## src/rtl/param_fifo_pkg.sv

```systemverilog
// Shared defaults and the error-flag bundle for the param_fifo block.
package param_fifo_pkg;

    localparam int unsigned DATA_W_DEF = 8;
    localparam int unsigned DEPTH_DEF  = 16;

    typedef struct packed {
        logic overflow;
        logic underflow;
        logic overrun;
        logic underrun;
    } fifo_err_t;

endpackage

```

## src/rtl/param_fifo_if.sv

```systemverilog
// Request/response bundle between a FIFO user (master) and the FIFO itself (slave).
interface param_fifo_if
    import param_fifo_pkg::*;
#(
    parameter int unsigned DATA_W = DATA_W_DEF,
    parameter int unsigned DEPTH  = DEPTH_DEF
);
    localparam int unsigned CW = $clog2(DEPTH) + 1;

    logic              write_enable;
    logic              read_enable;
    logic [DATA_W-1:0] data_in;
    logic              clr_err;
    logic [DATA_W-1:0] data_out;
    logic              full;
    logic              empty;
    logic              almost_full;
    logic              almost_empty;
    logic [CW-1:0]     count;
    logic              overflow;
    logic              underflow;
    logic              overrun;
    logic              underrun;

    modport master (
        output write_enable, read_enable, data_in, clr_err,
        input  data_out, full, empty, almost_full, almost_empty, count,
               overflow, underflow, overrun, underrun
    );

    modport slave (
        input  write_enable, read_enable, data_in, clr_err,
        output data_out, full, empty, almost_full, almost_empty, count,
               overflow, underflow, overrun, underrun
    );

endinterface

```

## src/rtl/param_fifo_mem.sv

```systemverilog
// Simple dual-port storage: synchronous write, asynchronous read, contents never reset.
module param_fifo_mem #(
    parameter int unsigned DATA_W = 8,
    parameter int unsigned DEPTH  = 16,
    parameter int unsigned AW     = $clog2(DEPTH)
) (
    input  logic              clk_i,
    input  logic              wr_en_i,
    input  logic [AW-1:0]     wr_addr_i,
    input  logic [DATA_W-1:0] wr_data_i,
    input  logic [AW-1:0]     rd_addr_i,
    output logic [DATA_W-1:0] rd_data_o
);

    logic [DATA_W-1:0] mem_q [DEPTH];

    always_ff @(posedge clk_i) begin
        if (wr_en_i) begin
            mem_q[wr_addr_i] <= wr_data_i;
        end
    end

    assign rd_data_o = mem_q[rd_addr_i];

endmodule

```

## src/rtl/param_fifo.sv

```systemverilog
// Synchronous FIFO control with registered status and sticky errors.
// Define PARAM_FIFO_FWFT_EN for first-word-fall-through reads; default is 1-cycle read latency.
module param_fifo
    import param_fifo_pkg::*;
#(
    parameter int unsigned DATA_W    = DATA_W_DEF,
    parameter int unsigned DEPTH     = DEPTH_DEF,
    parameter int unsigned AF_THRESH = DEPTH - 2,
    parameter int unsigned AE_THRESH = 2
) (
    input logic       clk,
    input logic       rst,
    param_fifo_if.slave bus
);

    localparam int unsigned AW = $clog2(DEPTH);
    localparam int unsigned CW = AW + 1;
    localparam logic [CW-1:0] DepthC = CW'(DEPTH);
    localparam logic [CW-1:0] AfC    = CW'(AF_THRESH);
    localparam logic [CW-1:0] AeC    = CW'(AE_THRESH);

    logic [AW-1:0]     wr_ptr_q, wr_ptr_d, rd_ptr_q, rd_ptr_d;
    logic [CW-1:0]     count_q, count_d;
    logic              full_q, empty_q, afull_q, aempty_q;
    fifo_err_t         err_q, err_d;
    logic              rd_acc, wr_acc;
    logic [DATA_W-1:0] rdata;

    always_comb begin
        rd_acc   = bus.read_enable && !empty_q;
        // A full FIFO still takes a write when the same cycle frees a slot.
        wr_acc   = bus.write_enable && (!full_q || rd_acc);
        wr_ptr_d = wr_ptr_q;
        rd_ptr_d = rd_ptr_q;
        count_d  = count_q;
        if (wr_acc) wr_ptr_d = wr_ptr_q + AW'(1);
        if (rd_acc) rd_ptr_d = rd_ptr_q + AW'(1);
        case ({wr_acc, rd_acc})
            2'b10:   count_d = count_q + CW'(1);
            2'b01:   count_d = count_q - CW'(1);
            default: count_d = count_q;
        endcase
        err_d.overflow  = bus.write_enable && !wr_acc;
        err_d.underflow = bus.read_enable && !rd_acc;
        // A new error beats clr_err in the same cycle.
        err_d.overrun   = err_d.overflow || (err_q.overrun && !bus.clr_err);
        err_d.underrun  = err_d.underflow || (err_q.underrun && !bus.clr_err);
    end

    always_ff @(posedge clk) begin
        if (rst) begin
            wr_ptr_q <= '0;
            rd_ptr_q <= '0;
            count_q  <= '0;
            full_q   <= 1'b0;
            empty_q  <= 1'b1;
            afull_q  <= 1'b0;
            aempty_q <= 1'b1;
            err_q    <= '0;
        end else begin
            wr_ptr_q <= wr_ptr_d;
            rd_ptr_q <= rd_ptr_d;
            count_q  <= count_d;
            full_q   <= (count_d == DepthC);
            empty_q  <= (count_d == '0);
            afull_q  <= (count_d >= AfC);
            aempty_q <= (count_d <= AeC);
            err_q    <= err_d;
        end
    end

    param_fifo_mem #(
        .DATA_W (DATA_W),
        .DEPTH  (DEPTH),
        .AW     (AW)
    ) u_mem (
        .clk_i     (clk),
        .wr_en_i   (wr_acc && !rst),
        .wr_addr_i (wr_ptr_q),
        .wr_data_i (bus.data_in),
        .rd_addr_i (rd_ptr_q),
        .rd_data_o (rdata)
    );

`ifdef PARAM_FIFO_FWFT_EN
    assign bus.data_out = empty_q ? '0 : rdata;
`else
    logic [DATA_W-1:0] dout_q;

    always_ff @(posedge clk) begin
        if (rst) begin
            dout_q <= '0;
        end else if (rd_acc) begin
            dout_q <= rdata;
        end
    end

    assign bus.data_out = dout_q;
`endif

    assign bus.count        = count_q;
    assign bus.full         = full_q;
    assign bus.empty        = empty_q;
    assign bus.almost_full  = afull_q;
    assign bus.almost_empty = aempty_q;
    assign bus.overflow     = err_q.overflow;
    assign bus.underflow    = err_q.underflow;
    assign bus.overrun      = err_q.overrun;
    assign bus.underrun     = err_q.underrun;

endmodule
```

## src/flat_wrapper.sv

```systemverilog
// flat-port wrapper written by rule: the top's interface ports become plain ports
module param_fifo_flat import param_fifo_pkg::*;
#(
    parameter int unsigned DATA_W    = DATA_W_DEF,
    parameter int unsigned DEPTH     = DEPTH_DEF,
    parameter int unsigned AF_THRESH = DEPTH - 2,
    parameter int unsigned AE_THRESH = 2
)
  (clk, rst, bus_write_enable, bus_read_enable, bus_data_in, bus_clr_err, bus_data_out, bus_full, bus_empty, bus_almost_full, bus_almost_empty, bus_count, bus_overflow, bus_underflow, bus_overrun, bus_underrun);
  param_fifo_if #(.DATA_W(DATA_W), .DEPTH(DEPTH)) bus_i ();
  input logic clk;
  input logic rst;
  input wire logic [$bits(bus_i.write_enable)-1:0] bus_write_enable;
  input wire logic [$bits(bus_i.read_enable)-1:0] bus_read_enable;
  input wire logic [$bits(bus_i.data_in)-1:0] bus_data_in;
  input wire logic [$bits(bus_i.clr_err)-1:0] bus_clr_err;
  output wire logic [$bits(bus_i.data_out)-1:0] bus_data_out;
  output wire logic [$bits(bus_i.full)-1:0] bus_full;
  output wire logic [$bits(bus_i.empty)-1:0] bus_empty;
  output wire logic [$bits(bus_i.almost_full)-1:0] bus_almost_full;
  output wire logic [$bits(bus_i.almost_empty)-1:0] bus_almost_empty;
  output wire logic [$bits(bus_i.count)-1:0] bus_count;
  output wire logic [$bits(bus_i.overflow)-1:0] bus_overflow;
  output wire logic [$bits(bus_i.underflow)-1:0] bus_underflow;
  output wire logic [$bits(bus_i.overrun)-1:0] bus_overrun;
  output wire logic [$bits(bus_i.underrun)-1:0] bus_underrun;
  assign bus_i.write_enable = bus_write_enable;
  assign bus_i.read_enable = bus_read_enable;
  assign bus_i.data_in = bus_data_in;
  assign bus_i.clr_err = bus_clr_err;
  assign bus_data_out = bus_i.data_out;
  assign bus_full = bus_i.full;
  assign bus_empty = bus_i.empty;
  assign bus_almost_full = bus_i.almost_full;
  assign bus_almost_empty = bus_i.almost_empty;
  assign bus_count = bus_i.count;
  assign bus_overflow = bus_i.overflow;
  assign bus_underflow = bus_i.underflow;
  assign bus_overrun = bus_i.overrun;
  assign bus_underrun = bus_i.underrun;
  param_fifo #(.DATA_W(DATA_W), .DEPTH(DEPTH), .AF_THRESH(AF_THRESH), .AE_THRESH(AE_THRESH)) u_core (.clk(clk), .rst(rst), .bus(bus_i));
endmodule
```

## config.mk

```make
export PLATFORM = sky130hd
export DESIGN_NAME = param_fifo_flat
export DESIGN_NICKNAME = d
export VERILOG_FILES = /design/src/rtl/param_fifo_pkg.sv /design/src/rtl/param_fifo_if.sv /design/src/rtl/param_fifo_mem.sv /design/src/rtl/param_fifo.sv /design/src/flat_wrapper.sv
export SDC_FILE = /design/constraint.sdc
export NUM_CORES = 1
export LEC_CHECK = 0
export BUFFER_PORTS_ARGS = -buffer_cell sky130_fd_sc_hd__clkbuf_2
export CORE_UTILIZATION = 50
export DETAILED_ROUTE_END_ITERATION = 10
export PLACE_DENSITY = 0.69
export SETUP_SLACK_MARGIN = 0.3
export SLEW_MARGIN = 20
export SYNTH_ARGS = -nofsm -noshare
export SYNTH_HDL_FRONTEND = slang
export SYNTH_SLANG_ARGS = --single-unit
```

## constraint.sdc

```tcl
create_clock -name clk -period 8.3 [get_ports clk]
set_input_delay 1.66 -clock clk [delete_from_list [all_inputs] [get_ports clk]]
set_output_delay 1.66 -clock clk [all_outputs]
set_load 0.01 [all_outputs]
```

==> out/results.tsv, run 1 <==
metric	value	unit
count of input and output buffers	33	
Final Hold Vio Count	0	
post-synthesis xor/xnor area fraction	0.0123	
Tot GR Track Use	0.203	
fin crit share	0.556	
relative slew slack	0.348	
area delta synth->final	12.4	%
cell area after synthesis	6400	um^2
vias per inst	5.69	
hold path start	u_core.bus.underrun$_SDFF_PP0_	
WL/cell	20.2	um
GPL Wtd Cong	0.802	
placed instance count	560	
WHS Endpoint	u_core.bus.underrun$_SDFF_PP0_	
largest net degree at the start of global routing	29	
Worst-Margin Slew	0.974	ns
Internal Power	1.42	mW
DR vias	3368	
CTS tree	done	
Worst-path clk slew	0.06	ns
Seq pwr share	0.486	
FFs w/ async S/R, synth	0	
vias in the first global route	3356	
PostCTS Resize Cnt	0	
placed inst area	6660	um^2
commonest non-fill, non-tap cells in the layout	128 x edfxtp_1, 35 x nor2_1, 33 x clkbuf_2	
# H-tree levels	4	
simple-gate share of the synthesized area	0.0657	
clock tree buffer depth	2	
hold depth	1	
Die X	115	um
crit path DAT	4.98	ns
sw frac	0.250	
TritonRoute pass-1 iters	4	
Final WS setup	3.68	ns
Comb power frac	0.144	
maxcap violations	0	
hold_buf cts	0	
Die ar.	13300	um^2
Post-synth EDFFs	128	
CP Capture Type	flop	
YS warnings	0	
hpwl dp	7.81	mm
minimum clock period	4.62	ns
Ant. Diodes	0	
Worst VDD drop	0.000173	V
CP Launch Type	input pin	
total power draw	1.90	mW
initial drt markers	299	
non-filler instance count after layout	592	
most common cell after layout, fill and taps aside	edfxtp_1	
pwr/cell area	263	nW/um^2
setup repair after global routing missed its margin	false	
Final ANT Viol Nets	0	
Synth Flop Type	edfxtp_1	
setup TNS	0	ns
DP Worst Slack	3.25	ns
Ports	34	
clk sinks	157	
Die H	115	um
reg2reg end	u_core.bus.almost_empty$_SDFF_PP1_	
worst-skew pair later-pin latency	0.42	ns
GR Overflow Total	0	
Post-CTS Setup Bufs	0	
Slew Limit Fails	0	
Leak Pwr	2.44	nW
reg2reg start	u_core.bus.empty$_SDFF_PP1_	
clock power share	0.369	
share of cells above drive strength 1	0.217	
multiplexer share of the synthesized area	0.130	
Seq/Total Area, Yosys	0.691	
adder and majority cell fraction of the synthesized area	0.0176	
first-pass GRT wire length	18.8	mm
P_sw	473	uW
largest family of logic cells by synthesized area	multiplexers	
Fill cells	890	
Post-Syn Nets	399	
post-synthesis compound-gate area fraction	0.0551	
Max FO, Critical Path	20	
Worst Path Required	8.66	ns
cell area after layout	7190	um^2
Max Clk Rate	217	MHz
CTS root buf	clkbuf_16	
cell row count	40	
kind of critical path	input pin to flop	
Clock Skew	0.0110	ns
initial antenna violation count	0	
reg2reg setup slack	4.59	ns
Initial Util	0.522	
#FFs+latches synth	157	
count of cell types in the netlist	52	
TritonCTS buffer count	17	
Reg2Reg Depth	11	
core footprint	12300	um^2
syn_area_per_cell	17.0	um^2
Worst Hold Class	flop to flop	
DRC	0	
outcome	complete, no violations	
layout net count	433	
final wirelength	11.9	mm
setup violators final	0	
Mapped Cells	377	
## sequential cells by signal, summed over array words and instances, names as in the netlist, 4 cells and up
register             cells
u_core.u_mem.mem_q     128
u_core.bus.data_out      8
u_core.bus.count         5
u_core.rd_ptr_q          4
u_core.wr_ptr_q          4
## area by class of cell
cell class	count	area, um^2	share of cell area
well taps	168	210	0.0292
flip-flops and latches	157	4430	0.615
multi-input cells	191	1800	0.251
clock inverters	12	96.3	0.0134
repair buffers	37	195	0.0271
inverters	7	26.3	0.00365
clock buffers	20	437	0.0607
## through the flow
stage / utilization / hold slack (ns)
after global placement: 0.543 / 0.433
after detailed placement: 0.543 / 0.442
after floorplan: - / 0.479
after CTS: 0.587 / 0.456
after global routing: 0.587 / 0.477
final: 0.587 / 0.453
## worst max path at each step
stage	start	to	slack (ns)	cells past startpoint
after floorplan	bus_read_enable	u_core.bus.almost_empty$_SDFF_PP1_	4.37	12
after global placement	bus_read_enable	u_core.bus.almost_empty$_SDFF_PP1_	3.42	12
after detailed placement	bus_read_enable	u_core.bus.almost_empty$_SDFF_PP1_	3.25	12
after CTS	bus_read_enable	u_core.bus.almost_empty$_SDFF_PP1_	3.68	12
after global routing	bus_read_enable	u_core.bus.almost_empty$_SDFF_PP1_	3.32	12
final	bus_read_enable	u_core.bus.almost_empty$_SDFF_PP1_	3.68	12
## critical path: stages
cell and delay (ns):
clkbuf_2 0.09, nand2b_1 0.57, nand2_1 0.23, nand2_1 0.24, ha_1 0.44, xor2_1 0.19, ha_1 0.24, a21boi_1 0.21
o32ai_2 0.11, nor4b_2 0.44, mux2i_2 0.35, o311a_1 0.21
## logic make-up after synthesis
logic type	count (synthesis)
muxes	37
adders and majority gates	9
AOI/OAI and AO/OA	54
buffers and inverters	29
xor gates and xnor gates	9
and+or+nand+nor	82
DFF	157
## synth_stat cells (2+ instances only)
cell      number  area, um^2
a22oi_1       16         120
o21ai_0        3        15.0
buf_6          6        67.6
nor3_1         5        25.0
mux2i_1        2        20.0
buf_4          2        15.0
a21o_1         2        15.0
nor2_1        35         131
nor2b_1        3        18.8
nand2b_1       6        37.5
a21oi_1       23         115
buf_2          5        25.0
buf_1          4        15.0
clkbuf_1       4        15.0
mux2_2         2        22.5
ha_1           9         113
xor2_1         5        43.8
xnor2_1        4        35.0
nand2_1       13        48.8
nor3b_1        3        22.5
edfxtp_1     128        3840
inv_1          7        26.3
mux4_2        18         405
nand3_1        3        15.0
dfxtp_1       29         581
mux4_1        14         368
## power groups by stage
stage	registers [mW]	clock network, mW	logic (mW)
finish	0.922	0.700	0.273
global route	0.927	0.743	0.303
CTS	0.922	0.708	0.275
detailed placement	0.939	0	0.274
global placement	0.937	0	0.268
floorplan	0.926	0	0.224
## layer usage
layer,wire length [um],GRT usage,vias to the layer above
li1,-,-,1554
met1,5150,0.278,1673
met2,5780,0.309,127
met3,819,0.0522,14
met4,175,0.0918,0
met5,0,0,-
(Power assumes the default switching activity.)
==> run 2: changes to the inputs <==
PLACE_DENSITY = 0.72   (was 0.69)
clock period = 3.85 ns   (was 8.3 ns; I/O delays follow)
==> out/results.tsv, run 2 (synthesis results as in run 1) <==
metric	value	unit
outcome	complete, no violations	
Worst Hold Class	flop to flop	
max incr delay on CP	0.44	ns
Critical path buffers and inverters	1	
clk sinks	157	
Ports	34	
setup violators final	0	
first-pass GRT wire length	19.4	mm
Tot GR Track Use	0.211	
worst-skew pair later-pin latency	0.43	ns
TritonRoute pass-1 iters	8	
vias in the first global route	3351	
hold depth	1	
setup TNS	0	ns
TritonCTS buffer count	17	
Final Hold Vio Count	0	
crit path DAT	3.51	ns
Final WS setup	0.717	ns
CP Launch Type	input pin	
minimum clock period	3.13	ns
relative slew slack	0.398	
Max stage delay cell, worst path	ha_1	
maxcap violations	0	
max reg flops	128	
Post-CTS Setup Bufs	0	
PostCTS Resize Cnt	0	
vias per inst	5.78	
Worst Path Required	4.23	ns
Worst path depth	12	
GR Overflow Total	0	
share of cells above drive strength 1	0.240	
Die X	115	um
DP Worst Slack	0.299	ns
hpwl dp	7.49	mm
count of input and output buffers	33	
commonest non-fill, non-tap cells in the layout	128 x edfxtp_1, 35 x nor2_1, 33 x clkbuf_2	
placed inst area	6720	um^2
Top reg by flops	u_core.u_mem.mem_q	
Worst-path clk slew	0.06	ns
CTS root buf	clkbuf_16	
Initial Util	0.522	
hold_buf cts	0	
GPL Wtd Cong	0.761	
layout net count	442	
CP delay by family, top	simple AND/OR/NAND/NOR gates	
Fill cells	899	
cell area after layout	7310	um^2
setup repair after global routing missed its margin	false	
Worst VDD drop	0.000279	V
worst path cell trace	clkbuf_2 -> nand2b_1 -> nand2_1 -> nand2_1 -> ha_1 -> xor2_1 -> ha_1 -> a21boi_1 -> o32ai_2 -> nor4b_2 -> mux2i_2 -> o311a_1	
most common cell after layout, fill and taps aside	edfxtp_1	
fin crit share	0.814	
initial antenna violation count	0	
Leak Pwr	2.51	nW
largest net degree at the start of global routing	36	
Multi-input gate area	1790	um^2
WL/cell	21.0	um
Final ANT Viol Nets	0	
DRC	0	
Die ar.	13300	um^2
Clock Skew	0.00944	ns
core footprint	12300	um^2
Ant. Diodes	0	
cell row count	40	
Reg2Reg Depth	11	
Max FO, Critical Path	12	
Seq. cell area	4430	um^2
area delta synth->final	14.1	%
DR vias	3475	
pwr/cell area	582	nW/um^2
# H-tree levels	4	
kind of critical path	input pin to flop	
clock tree buffer depth	2	
Slew Limit Fails	0	
Worst-Margin Slew	0.899	ns
initial drt markers	336	
CTS tree	done	
final wirelength	12.6	mm
Die H	115	um
CP Capture Type	flop	
Max Clk Rate	319	MHz
## run 2: cell types whose count changed in the layout (fill, tap and decap cells not counted), sizes merged
cell,change
buf,+9
inv,+3
clkbuf,-2
clkinv,-2
bufinv,+1
## run 2: metal layers
metal / wire [um] / global-route usage / vias up
met4: 220 / 0.0909 / 0
met2: 6090 / 0.325 / 131
li1: - / - / 1571
met1: 5640 / 0.288 / 1756
met5: 0 / 0 / -
met3: 702 / 0.0522 / 17
## run 2: cell type report
class	count	share of cell area
Clock buffer	18	0.0587
Multi-Input combinational cell	191	0.246
Timing Repair Buffer	46	0.0360
Sequential cell	157	0.606
Clock inverter	14	0.0217
Inverter	7	0.00360
Tap cell	168	0.0288
## run 2: final timing paths
check / start / endpoint / slack, ns
hold / removal: u_core.bus.overrun$_SDFF_PP0_ / u_core.bus.overrun$_SDFF_PP0_ / 0.45
hold reg to reg: u_core.bus.overrun$_SDFF_PP0_ / u_core.bus.overrun$_SDFF_PP0_ / 0.45
setup / recovery: bus_read_enable / u_core.bus.almost_empty$_SDFF_PP1_ / 0.72
setup reg to reg: u_core.bus.empty$_SDFF_PP1_ / u_core.bus.almost_empty$_SDFF_PP1_ / 0.74
## run 2: power by group
part           internal, mW  switching [mW]  total (mW)
combinational         0.287           0.317       0.604
sequential             1.90          0.0760        1.98
clock                 0.968           0.702        1.67
total                  3.16            1.09        4.25
## run 2: stage by stage
| step | std cells | hold WS [ns] | util | power, mW |
|---|---|---|---|---|
| after CTS | 601 | 0.453 | 0.596 | 4.27 |
| after floorplan | 377 | 0.479 | - | 2.48 |
| after detailed placement | 569 | 0.438 | 0.548 | 2.61 |
| after global placement | 569 | 0.432 | 0.548 | 2.60 |
| final | 601 | 0.453 | 0.596 | 4.25 |
| after global routing | 601 | 0.492 | 0.596 | 4.42 |
